[config.mk]
export PLATFORM = sky130hd
export DESIGN_NAME = lap_ctrl
export DESIGN_NICKNAME = d
export VERILOG_FILES = /design/src/rtl/lap_ctrl.sv
export SDC_FILE = /design/constraint.sdc
export NUM_CORES = 1
export LEC_CHECK = 0
export CAP_MARGIN = 25
export CORE_UTILIZATION = 53
export CTS_BUF_LIST = sky130_fd_sc_hd__clkbuf_4 sky130_fd_sc_hd__clkbuf_8 sky130_fd_sc_hd__clkbuf_16
export CTS_CLUSTER_SIZE = 10
export DETAILED_ROUTE_END_ITERATION = 8
export GPL_TIMING_DRIVEN = 0
export HOLD_SLACK_MARGIN = 0.15
export MAX_ROUTING_LAYER = met4
export PLACE_DENSITY = 0.84
export SLEW_MARGIN = 20
export SYNTH_ARGS = -nofsm -noshare
export SYNTH_HDL_FRONTEND = slang
export SYNTH_SLANG_ARGS = --single-unit
export TNS_END_PERCENT = 20
[constraint.sdc]
create_clock -name clk -period 2.4 [get_ports clk]
set_input_delay 0.36 -clock clk [delete_from_list [all_inputs] [get_ports clk]]
set_output_delay 0.36 -clock clk [all_outputs]
set_load 0.01 [all_outputs]
[src/rtl/lap_ctrl.sv]
// Lap-time capture ring buffer for a BCD stopwatch: capture, recall/step and clear of laps.
// Optional define LAP_CTRL_WRAP_EN: a lap taken while full overwrites the oldest entry.
module lap_ctrl #(
   parameter int unsigned DEPTH = 8
) (
   input  logic                     clk,
   input  logic                     rst_n,
   input  logic [15:0]              live_d,
   input  logic                     lap_p,
   input  logic                     recall_p,
   input  logic                     next_p,
   input  logic                     clear_p,
   output logic [15:0]              disp_d,
   output logic                     recall,
   output logic [$clog2(DEPTH)-1:0] idx,
   output logic [$clog2(DEPTH):0]   count,
   output logic                     full,
   output logic                     busy,
   output logic                     beep,
   output logic                     err
);

   localparam int unsigned AW = $clog2(DEPTH);

   localparam logic [1:0] LIVE    = 2'd0;
   localparam logic [1:0] CAPTURE = 2'd1;
   localparam logic [1:0] RECALL  = 2'd2;
   localparam logic [1:0] CLEAR   = 2'd3;

   localparam logic [AW:0]   FULL_CNT  = (AW+1)'(DEPTH);
   localparam logic [AW:0]   ONE_CNT   = (AW+1)'(1);
   localparam logic [AW-1:0] LAST_SLOT = AW'(DEPTH - 1);

`ifdef LAP_CTRL_WRAP_EN
   localparam bit WRAP_EN = 1'b1;
`else
   localparam bit WRAP_EN = 1'b0;
`endif

   logic [1:0]    state, state_nx;
   logic [AW-1:0] wp, wp_nx;
   logic [AW-1:0] idx_nx;
   logic [AW:0]   count_nx;
   logic [AW-1:0] clr_cnt, clr_cnt_nx;
   logic [15:0]   cap_val, cap_val_nx;
   logic [15:0]   disp_nx;
   logic          beep_nx, err_nx;
   logic          armed;

   logic [15:0]   mem [DEPTH];
   logic          mem_we;
   logic [AW-1:0] mem_wa;
   logic [15:0]   mem_wd;

   logic [AW-1:0] newest, oldest;
   logic          is_full, go_clear;

   assign newest   = wp - AW'(1);
   assign oldest   = wp - count[AW-1:0];
   assign is_full  = (count == FULL_CNT);
   // armed is low for the first edge after reset release so no pulse is taken there
   assign go_clear = armed && clear_p && (state != CLEAR);

   assign recall = (state == RECALL);
   assign busy   = (state == CLEAR);
   assign full   = is_full;

   always_comb begin
      state_nx   = state;
      wp_nx      = wp;
      idx_nx     = idx;
      count_nx   = count;
      clr_cnt_nx = clr_cnt;
      cap_val_nx = cap_val;
      disp_nx    = disp_d;
      beep_nx    = 1'b0;
      err_nx     = 1'b0;
      mem_we     = 1'b0;
      mem_wa     = wp;
      mem_wd     = cap_val;

      if (go_clear) begin
         state_nx   = CLEAR;
         clr_cnt_nx = '0;
         idx_nx     = '0;
         disp_nx    = '0;
      end else begin
         case (state)
            LIVE: begin
               disp_nx = live_d;
               if (armed && lap_p) begin
                  if (is_full && !WRAP_EN) begin
                     err_nx = 1'b1;
                  end else begin
                     cap_val_nx = live_d;
                     state_nx   = CAPTURE;
                  end
               end else if (armed && recall_p) begin
                  if (count != '0) begin
                     state_nx = RECALL;
                     idx_nx   = newest;
                     beep_nx  = 1'b1;
                  end else begin
                     err_nx = 1'b1;
                  end
               end
            end

            CAPTURE: begin
               disp_nx  = live_d;
               mem_we   = 1'b1;
               wp_nx    = wp + AW'(1);
               count_nx = is_full ? count : count + ONE_CNT;
               beep_nx  = 1'b1;
               state_nx = LIVE;
            end

            RECALL: begin
               disp_nx = mem[idx];
               if (lap_p) begin
                  err_nx = 1'b1;
               end else if (recall_p) begin
                  state_nx = LIVE;
                  idx_nx   = '0;
                  beep_nx  = 1'b1;
               end else if (next_p && (count > ONE_CNT)) begin
                  idx_nx  = (idx == oldest) ? newest : idx - AW'(1);
                  beep_nx = 1'b1;
               end
            end

            CLEAR: begin
               disp_nx = '0;
               mem_we  = 1'b1;
               mem_wa  = clr_cnt;
               mem_wd  = '0;
               if (clr_cnt == LAST_SLOT) begin
                  state_nx = LIVE;
                  count_nx = '0;
                  wp_nx    = '0;
                  idx_nx   = '0;
                  beep_nx  = 1'b1;
               end else begin
                  clr_cnt_nx = clr_cnt + AW'(1);
               end
            end
         endcase
      end
   end

   always_ff @(posedge clk or negedge rst_n) begin
      if (!rst_n) begin
         state   <= LIVE;
         wp      <= '0;
         idx     <= '0;
         count   <= '0;
         clr_cnt <= '0;
         cap_val <= '0;
         disp_d  <= '0;
         beep    <= 1'b0;
         err     <= 1'b0;
         armed   <= 1'b0;
      end else begin
         state   <= state_nx;
         wp      <= wp_nx;
         idx     <= idx_nx;
         count   <= count_nx;
         clr_cnt <= clr_cnt_nx;
         cap_val <= cap_val_nx;
         disp_d  <= disp_nx;
         beep    <= beep_nx;
         err     <= err_nx;
         armed   <= 1'b1;
      end
   end

   // Lap storage is deliberately left out of reset; count gates what is readable.
   always_ff @(posedge clk) begin
      if (mem_we) begin
         mem[mem_wa] <= mem_wd;
      end
   end

endmodule

==> results.json, run 1 <==
{
  "die_y_microns": 121,
  "setup_ws_ns": -0.0103,
  "antenna_found_initial": 0,
  "path_max_fanout": 11,
  "area_delta_synth_final_pct": 23.4,
  "avgViaCountPerCell": 6.18,
  "cpPeakStageDelay_ns": 0.37,
  "overflow": 0,
  "hold_class": "reg2reg",
  "syn_area_sq_um": 7460,
  "min_from": "cap_val[3]$_DFFE_PN0P_",
  "worstPathCellList": "buf_4, nand2_2, clkinvlp_4, nor3_1, a21oi_2, nor2_4, buf_8",
  "ys_async_sr_fraction_pct": 28.1,
  "postSynthAreaPerCell_sq_um": 16.1,
  "grt_pass1_wl_mm": 26.9,
  "cap_violations": 0,
  "htree_levels": 4,
  "drc": 0,
  "cts_root_buffer": "clkbuf_16",
  "timing.slew.headroom_pct": 39.1,
  "dpl.cell_count": 697,
  "ios": 50,
  "worstMarginPinSlew_ns": 0.913,
  "nNetsFinal": 582,
  "clk_latency_ns": 0.43,
  "cp_slowest_cell": "dfrtp_1",
  "routedWlPerCell_microns": 24.3,
  "syn_nets": 496,
  "hold_slack_ns": 0.503,
  "violations": "setup timing",
  "max_freq_mhz": 415,
  "grt_pass1_vias": 4636,
  "rsz0062_at_grt": "true",
  "grt_max_degree": 51,
  "syn-instance-count": 464,
  "power_density_nw_per_um2": 1430,
  "fin_skew_ns": 0.0105,
  "outcome": "finished with violations",
  "period_minus_slack_ns": 2.41,
  "port_buffers": 49,
  "arrival_ns": 2.54,
  "ys_warn_count": 0,
  "synth.area.top_cells": "edfxtp_1 52%, dfrtp_1 17%, mux4_2 9.7%",
  "drv_slew": 0,
  "ir_drop_mv": 0.817,
  "rows": 42,
  "synth_most_common_cell": "edfxtp_1",
  "numClockSinks": 178,
  "hpwlAfterDp_mm": 10.7,
  "drive_gt1_share_pct": 24.7,
  "vias": 4565,
  "clk_pin_slew_ns": 0.06,
  "cts_tree": "done",
  "post_dp_cell_area_sq_um": 8310,
  "finalSetupViolCount": 11,
  "critPathKind": "reg2reg",
  "die_area_sq_um": 14600,
  "die_x_microns": 121,
  "synth_largest_area_cell": "edfxtp_1",
  "seq_area_frac_synth_pct": 68.3,
  "start_util_pct": 55.3,
  "detail-route-antenna-nets": 0,
  "final_area_sq_um": 9210,
  "r2r_start": "state[1]$_DFFE_PN0P_",
  "clock_path_buffers": 2,
  "worstPathRequired_ns": 2.53,
  "period_share_pct": 100,
  "place_ws_ns": -0.335,
  "cts_buffers": 17,
  "firstDrtPassIters": 7,
  "grtUsageTotal_pct": 26.8,
  "crit_start": "state[1]$_DFFE_PN0P_",
  "p_leak_nw": 3.41,
  "synth_edf_count": 128,
  "final_hold_viol_count": 0,
  "finalPower_w": 0.0131,
  "drt_iter0_drc": 485,
  "end_kind": "register",
  "drt_wl_total_mm": 18.0,
  "final_cell_count_no_fill": 739,
  "synth-seq-cells": 178,
  "n_antenna_cell": 0,
  "design.core.area_sq_um": 13500,
  "synth_common_cells": "128 x edfxtp_1, 56 x nor2_1, 50 x dfrtp_1",
  "start_kind": "register",
  "synth.distinct_cells": 46,
  "place.gp.congestion": 0.886,
  "synth_top_area_share_pct": 51.5,
  "ys.flop_type": "edfxtp_1"
}
[kinds of logic after synthesis]
logic type / after synthesis / share of synthesized area (%)
other cells: 1 / 0.0503
mux: 67 / 15.2
xor+xnor: 9 / 1.06
simple gates: 107 / 6.81
buf+inv: 37 / 2.50
flops: 178 / 68.3
compound gates: 55 / 4.38
fa+ha+maj: 10 / 1.78
[layer usage]
metal	share of wire [%]	global-route usage [%]
met1	37	33.3
met2	51	42.2
met3	8.9	5.47
met4	3.2	13.3
met5	0	-
[worst paths after layout]
path	slack [ns]	end	depth (start not counted)
max in group asynchronous	1.36	state[0]$_DFFE_PN0P_	2
hold / removal	0.50	cap_val[3]$_DFFE_PN0P_	1
hold reg to reg	0.50	cap_val[3]$_DFFE_PN0P_	1
min in group asynchronous	0.53	count[2]$_DFFE_PN0P_	2
setup / recovery	-0.01	mem[7][2]$_DFFE_PP_	7
setup reg to reg	-0.01	mem[7][2]$_DFFE_PP_	7
[layout by cell type (no fill, tap or decap), drive strengths merged, types with 2 or more instances in the layout]
cell	instances
clkinv	3
nand2	14
dfrtp	50
ha	9
o41ai	2
a211o	2
clkinvlp	3
bufinv	6
xnor2	5
a21oi	30
a31oi	4
edfxtp	128
nor2	56
mux2i	17
nor3b	3
inv	11
mux2	18
or3	4
o21ai	8
and2	17
clkdlybuf4s50	48
xor2	4
nor3	3
a22o	4
mux4	32
nand3	2
clkbuf	36
and3	2
buf	28
[sequential cells by signal, indices dropped and copies added, names as in the netlist, 2 cells and up]
register  flops
cap_val      16
mem         128
clr_cnt       3
wp            3
state         2
disp_d       16
idx           3
count         4
[final cells by class]
type                       count  area, sq um
clock buffer                  22          482
clock inverter                10          204
timing repair buffer          68          707
fill                         833         4300
tap                          176          220
sequential                   178         5100
inverter                      13         53.8
multi-input combinational    249         2290
buffer                        23          155
[through the flow]
stage | setup TNS [ns] | util (%)
2_1_floorplan | 0 | -
3_3_place_gp | -133.54 | 60.5
3_5_place_dp | -11.81 | 61.5
4_1_cts | -1.72 | 67.1
5_1_grt | -4.53 | 68.2
6_report | -0.0912 | 68.2
[worst max-delay path, delay by kind of cell, from the launching register on]
kind            cells  cell delay [ns]
buf+inv             3             0.67
flops               1             0.37
compound gates      1             0.17
simple gates        3             0.89
[repair_timing]
action                                  in CTS  in global routing
gates resized for setup                     18                 19
cloned                                       0                  1
pin swaps                                    0                  3
endpoints found under the setup margin      76                116
hold buffers                                 1                  0
buffers inserted                             0                  9
hold endpoints to repair                    50                  0
[power by group]
group	switching, W	internal (W)
sequential	0.000408	0.00466
clock	0.00113	0.00205
combinational	0.00283	0.00205
Power figures use the tool's default switching activity.
==> inputs of run 2 (changes only) <==
Settings changed: RECOVER_POWER set to 25.
==> results.json, run 2 (synthesized netlist as in run 1, its figures left out) <==
{
  "firstDrtPassIters": 6,
  "nFillCells": 834,
  "rows": 42,
  "power_frac_clock_pct": 24.3,
  "fin_skew_ns": 0.0102,
  "ir_drop_mv": 0.828,
  "end_kind": "register",
  "finalCoreUtilization_pct": 68.1,
  "power_frac_seq_pct": 38.6,
  "area_delta_synth_final_pct": 23.3,
  "htree_levels": 4,
  "outcome": "finished with violations",
  "cap_violations": 0,
  "arrival_ns": 2.55,
  "layout_common_cells": "128 x edfxtp_1, 48 x clkdlybuf4s50_1, 47 x nor2_1, 47 x dfrtp_1, 32 x mux4_2",
  "clock_path_buffers": 2,
  "routedWlPerCell_microns": 24.5,
  "wl_met2_mm": 9.17,
  "drive_gt1_share_pct": 24.7,
  "start_kind": "register",
  "final_hold_viol_count": 0,
  "nNetsFinal": 582,
  "violations": "setup timing",
  "multi_input_area_sq_um": 2290,
  "wl_met3_mm": 1.66,
  "antenna_found_initial": 0,
  "period_minus_slack_ns": 2.41,
  "n_antenna_cell": 0,
  "finalSetupViolCount": 11,
  "switching_share_pct": 33.3,
  "place.gp.congestion": 0.886,
  "max_freq_mhz": 414,
  "worstPathRequired_ns": 2.54,
  "p_sw_w": 0.00438,
  "critPathKind": "reg2reg",
  "p_leak_nw": 3.41,
  "vias": 4549,
  "port_buffers": 49,
  "start_util_pct": 55.3,
  "numClockSinks": 178,
  "rsz0062_at_grt": "true",
  "cts_root_buffer": "clkbuf_16",
  "die_y_microns": 121,
  "die_area_sq_um": 14600,
  "largest_reg_flops": 128,
  "hold_class": "reg2reg",
  "highest-signal-layer": "met4",
  "drv_slew": 0,
  "drt_iter0_drc": 528,
  "drt_wl_total_mm": 18.1,
  "p_int_w": 0.00876,
  "avgViaCountPerCell": 6.16,
  "worstMarginPinSlew_ns": 1.41,
  "overflow": 0,
  "seqCellArea_sq_um": 5100,
  "design.core.area_sq_um": 13500,
  "power_density_nw_per_um2": 1430,
  "layout.cells.most_common": "edfxtp_1",
  "drc": 0,
  "hpwlAfterDp_mm": 10.7,
  "drt-met1-wl_mm": 6.67,
  "largest-register": "mem",
  "clk_latency_ns": 0.43,
  "timing.slew.headroom_pct": 5.97,
  "grt_pass1_wl_mm": 26.9,
  "grt_max_degree": 51,
  "grtUsageTotal_pct": 26.8,
  "setup_ws_ns": -0.0135,
  "cts_tree": "done",
  "clk_pin_slew_ns": 0.07,
  "detail-route-antenna-nets": 0,
  "largestRegisters": "mem (128), cap_val (16), disp_d (16)",
  "die_x_microns": 121,
  "grt_pass1_vias": 4636,
  "power_frac_comb_pct": 37.1,
  "period_share_pct": 101,
  "ios": 50,
  "cts_buffers": 17,
  "fin_tns_setup_ns": -0.126,
  "path_max_fanout": 11
}
==> run 2: critical path: stages (launching register included) <==
cell and delay [ns]:
dfrtp_1 0.37, buf_4 0.16, nand2_2 0.19, clkinvlp_4 0.28, nor3_1 0.36, a21oi_2 0.17
nor2_4 0.35, buf_8 0.23
==> run 2: per-layer routing <==
metal  up-vias  track usage [%]
met2       298             42.2
met1      2278             33.3
met4         0             13.3
li1       1925                -
met5         -                -
met3        48             5.47
==> run 2: final cells by class <==
| class | count | share of cell area (%) |
|---|---|---|
| Sequential cell | 178 | 55.4 |
| Multi-Input combinational cell | 249 | 24.8 |
| Timing Repair Buffer | 68 | 7.65 |
| Clock buffer | 22 | 5.23 |
| Tap cell | 176 | 2.39 |
| Clock inverter | 10 | 2.22 |
| Buffer | 23 | 1.69 |
| Inverter | 13 | 0.585 |
==> run 2: final timing paths <==
check,start,endpoint,slack [ns],cells after the start
max,state[1]$_DFFE_PN0P_,mem[7][2]$_DFFE_PP_,-0.01,7
min,cap_val[3]$_DFFE_PN0P_,cap_val[3]$_DFFE_PN0P_,0.50,1
max reg2reg,state[1]$_DFFE_PN0P_,mem[7][2]$_DFFE_PP_,-0.01,7
min reg2reg,cap_val[3]$_DFFE_PN0P_,cap_val[3]$_DFFE_PN0P_,0.50,1
max in group asynchronous,rst_n,state[0]$_DFFE_PN0P_,0.66,2
min in group asynchronous,rst_n,count[2]$_DFFE_PN0P_,0.80,2
==> run 2: timing repair <==
| item | 4_1_cts | 5_1_grt |
|---|---|---|
| hold buffers | 1 | 0 |
| setup buffers | 0 | 9 |
| endpoints found under the setup margin | 76 | 116 |
| pin swaps | 0 | 3 |
| resized for setup | 18 | 19 |
| endpoints found under the hold margin | 50 | 0 |
| cloned | 0 | 1 |
==> run 2: power groups by stage <==
stage	sequential, W	combinational [W]	clock, W
after floorplan	0.00504	0.00275	0
after global placement	0.00502	0.00402	0
after detailed placement	0.00508	0.00443	0
after CTS	0.00507	0.00466	0.00319
after global routing	0.00515	0.00521	0.00332
final	0.00507	0.00488	0.00319
==> run 2: metrics by stage <==
step                      worst slack (ns)  hold slack, ns  area (sq um)  instances  power, W
final                              -0.0135           0.503          9200        739    0.0131
after global routing                -0.107           0.529          9200        739    0.0137
after CTS                           -0.150           0.501          9060        729    0.0129
after detailed placement            -0.335           0.472          8310        697   0.00951
after global placement              -0.801           0.478          8170        689   0.00904
after floorplan                    0.00427          0.0644          7460        464   0.00779
==> inputs of run 3 (changes only) <==
Settings changed: CORE_UTILIZATION 53 to 55, PLACE_DENSITY 0.84 to 0.83.
Clock period 2.4 ns to 2.3 ns, I/O delays scaled along.
==> results.json, run 3 (synthesized netlist as in run 1, its figures left out) <==
{
  "start_kind": "register",
  "end_kind": "register",
  "area_delta_synth_final_pct": 21.8,
  "fin_skew_ns": 0.00901,
  "design.core.area_sq_um": 13200,
  "drt_wl_total_mm": 17.1,
  "largestRegisters": "mem (128), cap_val (16), disp_d (16)",
  "finalPower_w": 0.0132,
  "ios": 50,
  "max_freq_mhz": 428,
  "p_leak_nw": 3.38,
  "grt_pass1_vias": 4614,
  "htree_levels": 4,
  "drv_slew": 0,
  "avgViaCountPerCell": 6.10,
  "cpPeakStageDelay_ns": 0.36,
  "worstPathCellList": "inv_2, ha_4, and3b_1, buf_6, or3_4, or3_4, buf_8, buf_12, mux2_4",
  "seqCellArea_sq_um": 5100,
  "outcome": "finished with violations",
  "period_share_pct": 101,
  "hold_class": "reg2reg",
  "setup_ws_ns": -0.0338,
  "cts_buffers": 17,
  "n_antenna_cell": 0,
  "clk_pin_slew_ns": 0.06,
  "clock_path_buffers": 2,
  "detail-route-antenna-nets": 0,
  "rows": 42,
  "cap_violations": 0,
  "layout_common_cells": "128 x edfxtp_1, 47 x nor2_1, 46 x dfrtp_1",
  "routedWlPerCell_microns": 23.4,
  "drc": 0,
  "die_area_sq_um": 14000,
  "drt_iter0_drc": 384,
  "numClockSinks": 178,
  "arrival_ns": 2.64,
  "violations": "setup timing",
  "rsz0062_at_grt": "true",
  "grtUsageTotal_pct": 27.0,
  "cp_slowest_cell": "or3_4",
  "worstPathRequired_ns": 2.61,
  "firstDrtPassIters": 7,
  "die_y_microns": 118,
  "final_hold_viol_count": 0,
  "drive_gt1_share_pct": 25.5,
  "overflow": 0,
  "clk_latency_ns": 0.43,
  "ir_drop_mv": 0.716,
  "largest-register": "mem",
  "worstMarginPinSlew_ns": 1.39,
  "critPathMostFrequentCell": "or3_4",
  "multi_input_area_sq_um": 2330,
  "cts_tree": "done",
  "die_x_microns": 118,
  "critPathKind": "reg2reg",
  "vias": 4469,
  "power_density_nw_per_um2": 1450,
  "start_util_pct": 56.3,
  "nFillCells": 855,
  "critical_path_buf_inv_count": 4,
  "worst_r2r_path_depth": 9,
  "largest_reg_flops": 128,
  "path_max_fanout": 10,
  "antenna_found_initial": 0,
  "path_depth": 9,
  "port_buffers": 49,
  "layout.cells.most_common": "edfxtp_1",
  "cts_root_buffer": "clkbuf_16",
  "timing.slew.headroom_pct": 7.51,
  "nNetsFinal": 576,
  "fin_tns_setup_ns": -0.265,
  "holdPathStages": 1,
  "place.gp.congestion": 0.854,
  "grt_max_degree": 51,
  "period_minus_slack_ns": 2.33,
  "critical-path-top-delay-family": "simple AND/OR/NAND/NOR gates",
  "grt_pass1_wl_mm": 26.4,
  "hpwlAfterDp_mm": 10.8,
  "finalSetupViolCount": 10
}
## run 3: path summary, 6_finish.rpt
path | slack, ns | to | start
setup / recovery | -0.03 | cap_val[10]$_DFFE_PN0P_ | count[1]$_DFFE_PN0P_
hold / removal | 0.50 | cap_val[14]$_DFFE_PN0P_ | cap_val[14]$_DFFE_PN0P_
setup reg to reg | -0.03 | cap_val[10]$_DFFE_PN0P_ | count[1]$_DFFE_PN0P_
hold reg to reg | 0.50 | cap_val[14]$_DFFE_PN0P_ | cap_val[14]$_DFFE_PN0P_
max in group asynchronous | 0.58 | state[0]$_DFFE_PN0P_ | rst_n
min in group asynchronous | 0.79 | count[3]$_DFFE_PN0P_ | rst_n
## run 3: repair_timing
item,in CTS,in global routing
hold endpoints to repair,50,0
hold buffers,1,0
gates resized for setup,26,20
setup endpoints to repair,142,97
buffers inserted,3,1
pin swaps,0,3
## run 3: where the power goes
part | internal (W) | total [W] | switching [W] | leakage, nW
clock | 0.00168 | 0.00282 | 0.00113 | 0.290
combinational | 0.00215 | 0.00506 | 0.00292 | 1.28
sequential | 0.00487 | 0.00527 | 0.000403 | 1.82
total | 0.00870 | 0.0132 | 0.00446 | 3.38
## run 3: final cells by class
class | count | share of cell area (%)
plain buffers | 23 | 1.75
clock buffers | 25 | 5.34
clock inverters | 7 | 0.950
inverters | 13 | 0.578
multi-input cells | 249 | 25.6
flip-flops and latches | 178 | 56.1
well taps | 176 | 2.42
repair buffers | 62 | 7.24
## run 3: routing by layer
metal / GRT usage (%) / vias to the layer above / wire [microns]
met3: 4.68 / 35 / 1080
met1: 35.2 / 2324 / 7040
met2: 42.0 / 203 / 8540
met4: 12.6 / 0 / 483
met5: - / - / 0
li1: - / 1907 / -
## run 3: per-stage QoR
stage | hold WS [ns] | util, % | instances | worst slack [ns] | area, sq um
after floorplan | 0.0494 | - | 464 | -0.00550 | 7480
after global placement | 0.480 | 61.8 | 689 | -0.983 | 8190
after detailed placement | 0.440 | 62.9 | 697 | -0.360 | 8320
after CTS | 0.503 | 68.1 | 732 | -0.109 | 9020
after global routing | 0.511 | 68.7 | 733 | -0.0930 | 9090
final | 0.499 | 68.7 | 733 | -0.0338 | 9090
## run 3: worst reg2reg max path, cell delays in order (launching register included)
cell and delay, ns:
dfrtp_1 0.35, inv_2 0.08, ha_4 0.17, and3b_1 0.16
buf_6 0.12, or3_4 0.36, or3_4 0.34, buf_8 0.16
buf_12 0.17, mux2_4 0.30
